File: config.mk
export PLATFORM = sky130hd
export DESIGN_NAME = status_flags_unit
export DESIGN_NICKNAME = d
export VERILOG_FILES = /design/src/rtl/status_flags_unit_pkg.sv /design/src/rtl/status_flags_unit_irq_mask.sv /design/src/rtl/status_flags_unit.sv
export SDC_FILE = /design/constraint.sdc
export NUM_CORES = 1
export LEC_CHECK = 0
export CAP_MARGIN = 30
export CORE_MARGIN = 5
export CORE_UTILIZATION = 31
export DETAILED_ROUTE_END_ITERATION = 8
export GPL_TIMING_DRIVEN = 0
export MAX_ROUTING_LAYER = met4
export PLACE_DENSITY = 0.79
export SLEW_MARGIN = 30
export SYNTH_ARGS = -nofsm -noshare
export SYNTH_HDL_FRONTEND = slang
export SYNTH_SLANG_ARGS = --single-unit
File: constraint.sdc
create_clock -name clk -period 1.34 [get_ports clk]
set_clock_uncertainty 0.05 [all_clocks]
set_input_delay 0.268 -clock clk [delete_from_list [all_inputs] [get_ports clk]]
set_output_delay 0.268 -clock clk [all_outputs]
set_load 0.03 [all_outputs]
File: src/rtl/status_flags_unit_pkg.sv
// Shared 6502 status-register definitions: flag bit positions, flag_op codes and ALU op codes.
package status_flags_unit_pkg;

  localparam int unsigned P_W       = 8;
  localparam int unsigned ALU_OP_W  = 3;
  localparam int unsigned FLAG_OP_W = 3;

  localparam int unsigned FLAG_C = 0;
  localparam int unsigned FLAG_Z = 1;
  localparam int unsigned FLAG_I = 2;
  localparam int unsigned FLAG_D = 3;
  localparam int unsigned FLAG_B = 4;
  localparam int unsigned FLAG_V = 6;
  localparam int unsigned FLAG_N = 7;

  localparam logic [ALU_OP_W-1:0] K_ALU_ORA = 3'd0;
  localparam logic [ALU_OP_W-1:0] K_ALU_AND = 3'd1;
  localparam logic [ALU_OP_W-1:0] K_ALU_EOR = 3'd2;
  localparam logic [ALU_OP_W-1:0] K_ALU_ADC = 3'd3;

  typedef enum logic [FLAG_OP_W-1:0] {
    FLG_NONE = 3'd0,
    FLG_CLC  = 3'd1,
    FLG_SEC  = 3'd2,
    FLG_CLI  = 3'd3,
    FLG_SEI  = 3'd4,
    FLG_CLV  = 3'd5,
    FLG_CLD  = 3'd6,
    FLG_SED  = 3'd7
  } flag_op_e;

  // Assemble the architectural P byte; bit 5 always reads as 1.
  function automatic logic [P_W-1:0] pack_p(input logic n, input logic v, input logic b,
                                            input logic d, input logic i, input logic z,
                                            input logic c);
    return {n, v, 1'b1, b, d, i, z, c};
  endfunction

endpackage

File: src/rtl/status_flags_unit_irq_mask.sv
// Interrupt mask stage: I is sampled into the mask at opcode fetch, int_entry sets it at once.
module irq_mask_delay
  import status_flags_unit_pkg::*;
#(
  parameter bit   DELAY      = 1'b1,
  parameter logic RESET_MASK = 1'b1
) (
  input  logic clk,
  input  logic reset,
  input  logic i_i_q,
  input  logic i_i_d,
  input  logic i_instr_fetch,
  input  logic i_int_entry,
  output logic o_irq_mask
);

  logic r_mask;

  always_ff @(posedge clk or posedge reset) begin
    if (reset) begin
      r_mask <= RESET_MASK;
    end else if (i_int_entry) begin
      r_mask <= 1'b1;
    end else if (i_instr_fetch) begin
      r_mask <= i_i_d;
    end
  end

  // Without the delay the mask tracks the I register directly.
  assign o_irq_mask = DELAY ? r_mask : i_i_q;

endmodule

File: src/rtl/status_flags_unit.sv
// Processor status (P) register: N/V/D/I/Z/C capture, flag instructions, pulls and
// interrupt entry, plus decimal-mode enables and interrupt mask for the datapath.
module status_flags_unit
  import status_flags_unit_pkg::*;
#(
  parameter logic [7:0] RESET_P        = 8'h34,
  parameter bit         IRQ_MASK_DELAY = 1'b1
) (
  input  logic                 clk,
  input  logic                 reset,
  input  logic                 alu_carry,
  input  logic                 alu_overflow,
  input  logic                 alu_z,
  input  logic                 alu_n,
  input  logic [P_W-1:0]       db_in,
  input  logic [ALU_OP_W-1:0]  alu_op,
  input  logic                 alu_sub,
  input  logic                 load_nz,
  input  logic                 load_c,
  input  logic                 load_v,
  input  logic                 load_bit,
  input  logic                 load_p,
  input  logic [FLAG_OP_W-1:0] flag_op,
  input  logic                 int_entry,
  input  logic                 push_b,
  input  logic                 instr_fetch,
  output logic [P_W-1:0]       p_out,
  output logic                 c_out,
  output logic                 dec_add,
  output logic                 dec_sub,
  output logic                 irq_mask
);

  logic r_n, r_v, r_d, r_i, r_z, r_c;
  logic w_n, w_v, w_d, w_i, w_z, w_c;
  logic w_is_adc;

  // Next-state per flag; later assignments carry higher priority.
  always_comb begin
    w_n = r_n;
    w_v = r_v;
    w_d = r_d;
    w_i = r_i;
    w_z = r_z;
    w_c = r_c;

    if (load_nz) begin
      w_n = alu_n;
      w_z = alu_z;
    end
    if (load_c) w_c = alu_carry;
    if (load_v) w_v = alu_overflow;

    if (load_bit) begin
      w_n = db_in[FLAG_N];
      w_v = db_in[FLAG_V];
      w_z = alu_z;
    end

    case (flag_op)
      FLG_CLC: w_c = 1'b0;
      FLG_SEC: w_c = 1'b1;
      FLG_CLI: w_i = 1'b0;
      FLG_SEI: w_i = 1'b1;
      FLG_CLV: w_v = 1'b0;
      FLG_CLD: w_d = 1'b0;
      FLG_SED: w_d = 1'b1;
      default: ;
    endcase

    // Interrupt entry must not be undone by a coincident CLI.
    if (int_entry) w_i = 1'b1;

    if (load_p) begin
      w_n = db_in[FLAG_N];
      w_v = db_in[FLAG_V];
      w_d = db_in[FLAG_D];
      w_i = db_in[FLAG_I];
      w_z = db_in[FLAG_Z];
      w_c = db_in[FLAG_C];
    end
  end

  always_ff @(posedge clk or posedge reset) begin
    if (reset) begin
      r_n <= RESET_P[FLAG_N];
      r_v <= RESET_P[FLAG_V];
      r_d <= RESET_P[FLAG_D];
      r_i <= RESET_P[FLAG_I];
      r_z <= RESET_P[FLAG_Z];
      r_c <= RESET_P[FLAG_C];
    end else begin
      r_n <= w_n;
      r_v <= w_v;
      r_d <= w_d;
      r_i <= w_i;
      r_z <= w_z;
      r_c <= w_c;
    end
  end

  irq_mask_delay #(
    .DELAY      (IRQ_MASK_DELAY),
    .RESET_MASK (RESET_P[FLAG_I])
  ) u_irq_mask (
    .clk           (clk),
    .reset         (reset),
    .i_i_q         (r_i),
    .i_i_d         (w_i),
    .i_instr_fetch (instr_fetch),
    .i_int_entry   (int_entry),
    .o_irq_mask    (irq_mask)
  );

  assign w_is_adc = (alu_op == K_ALU_ADC);
  assign p_out    = pack_p(r_n, r_v, push_b, r_d, r_i, r_z, r_c);
  assign c_out    = r_c;
  assign dec_add  = r_d & w_is_adc & ~alu_sub;
  assign dec_sub  = r_d & w_is_adc & alu_sub;

endmodule

==> results.toml <==
[clock_tree]
clock-sinks = 7
clk_root_buffer_cell = "clkbuf_4"
insertion_delay_ns = 0.24
h-tree-depth = 1
cts.reportedPaths.clkPinSlew_ns = 0.06
postCtsHoldBufs = 0
cts_tree = "yes"
clk_path_buf_depth = 2
cts-buffers-inserted = 3

[placed_design]
port_buffers = 36
place_hpwl_um = 1040
placed_area_um2 = 870
globalplace.congestion = 0.610
pre_cts_slack_ns = -0.743

[route]
top_layer_used = "met4"
dr.first_iter.drc_count = 0
firstDrtPassIters = 1
num_vias = 517
drc = 0
ant_nets = 0
wl_met3_um = 162
met1_length_um = 462
drt_wl_total_um = 1200
via_per_inst = 4.58
wire_per_inst_um = 10.6
dr_wl_met2_um = 559

[sta]
hold_violations = 0
post-route-period-util_pct = 98.3
hold_slack_ns = 0.184
fin_ws_ns = 0.0223
period_needed_ns = 1.32
rsz0062_at_grt = "true"
final_max_slew_viol_count = 0
fmax_mhz = 759
setup_viol = 0
tns_ns = 0

[floorplanning]
initial_utilization_pct = 32.5
fp.dieH_um = 49.7
fp.coreArea_um2 = 1510
placementRows = 14
die_w_um = 49.7
io_pins = 41
dieArea_um2 = 2470

[synthesis]
ys_warn_count = 0
synthTopCellsByArea = "dfrtp_1 26%, buf_4 12%, dfstp_2 11%"
ys.flop_type = "dfrtp_1"
netlist.area_leader.share_pct = 25.6
synth_edf_count = 0
syn_inst = 55
yosysUniqueCellTypes = 24
postSynth.asyncResetShare_pct = 100
yosysSeqAreaShare_pct = 36.3
netlist_area_um2 = 489
ys_ff_latch = 7
synth_fp_nets = 84
yosysTopAreaCell = "dfrtp_1"
syn_area_per_cell_um2 = 8.89

[setup_path]
critPathMaxFanout = 1
timing.critical_path.buf_inv = 2
critPathKind = "input pin to output port"
cp_top_family = "buffers and inverters"
crit_path_cell_trace = "buf_4, clkdlybuf4s50_1"
arrival_ns = 1.00
cpMaxStageDelayCell = "clkdlybuf4s50_1"
cp-startpoint = "push_b"
slowest_delay_ns = 0.66
worstPathRequired_ns = 1.02
cp-end-kind = "output port"
r2r-start = "r_i"
startpoint_type = "input pin"

[power_and_ir_drop]
p_clk_share_pct = 27.6
p_leak_nw = 0.432
p_per_area_nw_per_um2 = 795
p_comb_share_pct = 37.6
vdd_drop_max_uv = 521
switchingPower_uw = 214
seqPwrFrac_pct = 34.8
p_sw_share_pct = 30.5
p_int_uw = 489

[global_route]
antenna_found_initial = 0
grt_max_degree = 11
grt_overflow = 0
track_usage_pct = 9.84
grt_pass1_vias = 456
grt_pass1_wl_um = 1860

[job]
cap_violations = 0

[hold_path]
hold_path_class = "input pin to async pin"

[cells_and_area]
fin_area_um2 = 885
layout_commonest_cell = "clkdlybuf4s50_1"
mostFrequentLayoutCells = "20 x clkdlybuf4s50_1, 10 x buf_4, 8 x nor2_1"
fin_nets = 127
drive_gt1_share_pct = 30.9
nFillCells = 146
diodes = 0
fin_util_pct = 58.7
area_growth_syn_to_layout_pct = 80.8

[run_status]
outcome = "finished clean"
-- metal layers --
layer  global-route usage (%)  vias to the layer above
li1                         -                      265
met1                     11.6                      222
met2                     13.8                       28
met3                     5.42                        2
met4                     3.93                        0
met5                        -                        -
-- cells in the mapped netlist, types with 2 or more instances --
cell,instances
nand2b_1,2
nor2_1,8
nand2_1,4
mux2i_1,4
dfstp_2,2
nor2b_1,2
buf_4,8
inv_1,2
a21oi_1,3
dfrtp_1,5
o21ai_0,2
-- cell type report --
| class | instances | area, um2 | area share, % |
|---|---|---|---|
| timing repair buffer | 38 | 340 | 38.5 |
| multi-input combinational | 37 | 240 | 27.2 |
| sequential | 7 | 178 | 20.1 |
| buffer | 9 | 71.3 | 8.06 |
| clock buffer | 3 | 22.5 | 2.55 |
| tap | 16 | 20.0 | 2.26 |
| inverter | 2 | 7.51 | 0.849 |
| clock inverter | 1 | 5.00 | 0.566 |
-- final timing paths --
check                                         to  slack [ns]  cells past startpoint
max                                     p_out[4]        0.02                      2
min                                          r_z        0.18                      2
max reg2reg                u_irq_mask.o_irq_mask        0.19                      4
min reg2reg                                  r_v        0.52                      2
max in group asynchronous  u_irq_mask.o_irq_mask        0.77                      2
min in group clk                             r_d        0.37                      3
-- state kept, by name, summed over array words and instances, names as in the netlist --
name,cells
c_out,1
r_d,1
r_i,1
r_n,1
r_v,1
r_z,1
u_irq_mask.o_irq_mask,1
-- kinds of logic (layout without fill, tap and decap cells) --
family	count (synthesis)	count (layout)	synth area share, %
buffers and inverters	11	53	16.1
other	1	1	0.767
flip-flops	7	7	36.3
AO/OA/AOI/OAI	11	11	14.6
AND/OR/NAND/NOR	20	20	21.7
multiplexers	5	5	10.5
-- per-stage QoR --
step                      std cells  total power, mW
after global placement          107            0.525
after detailed placement        107            0.529
final                           113            0.703
after global routing            113            0.756
after CTS                       111            0.712
after floorplan                  55            0.391
-- power by group through the flow --
stage	Clock (mW)	Combinational (mW)	Sequential [mW]
2_1_floorplan	0	0.132	0.258
3_3_place_gp	0	0.276	0.249
3_5_place_dp	0	0.280	0.250
4_1_cts	0.205	0.261	0.246
5_1_grt	0.224	0.285	0.248
6_report	0.194	0.264	0.244
-- repair_timing --
action,4_1_cts,5_1_grt
pin swaps,2,1
buffers inserted,0,2
endpoints found under the setup margin,11,5
gates resized for setup,60,2
Power figures use the tool's default switching activity.
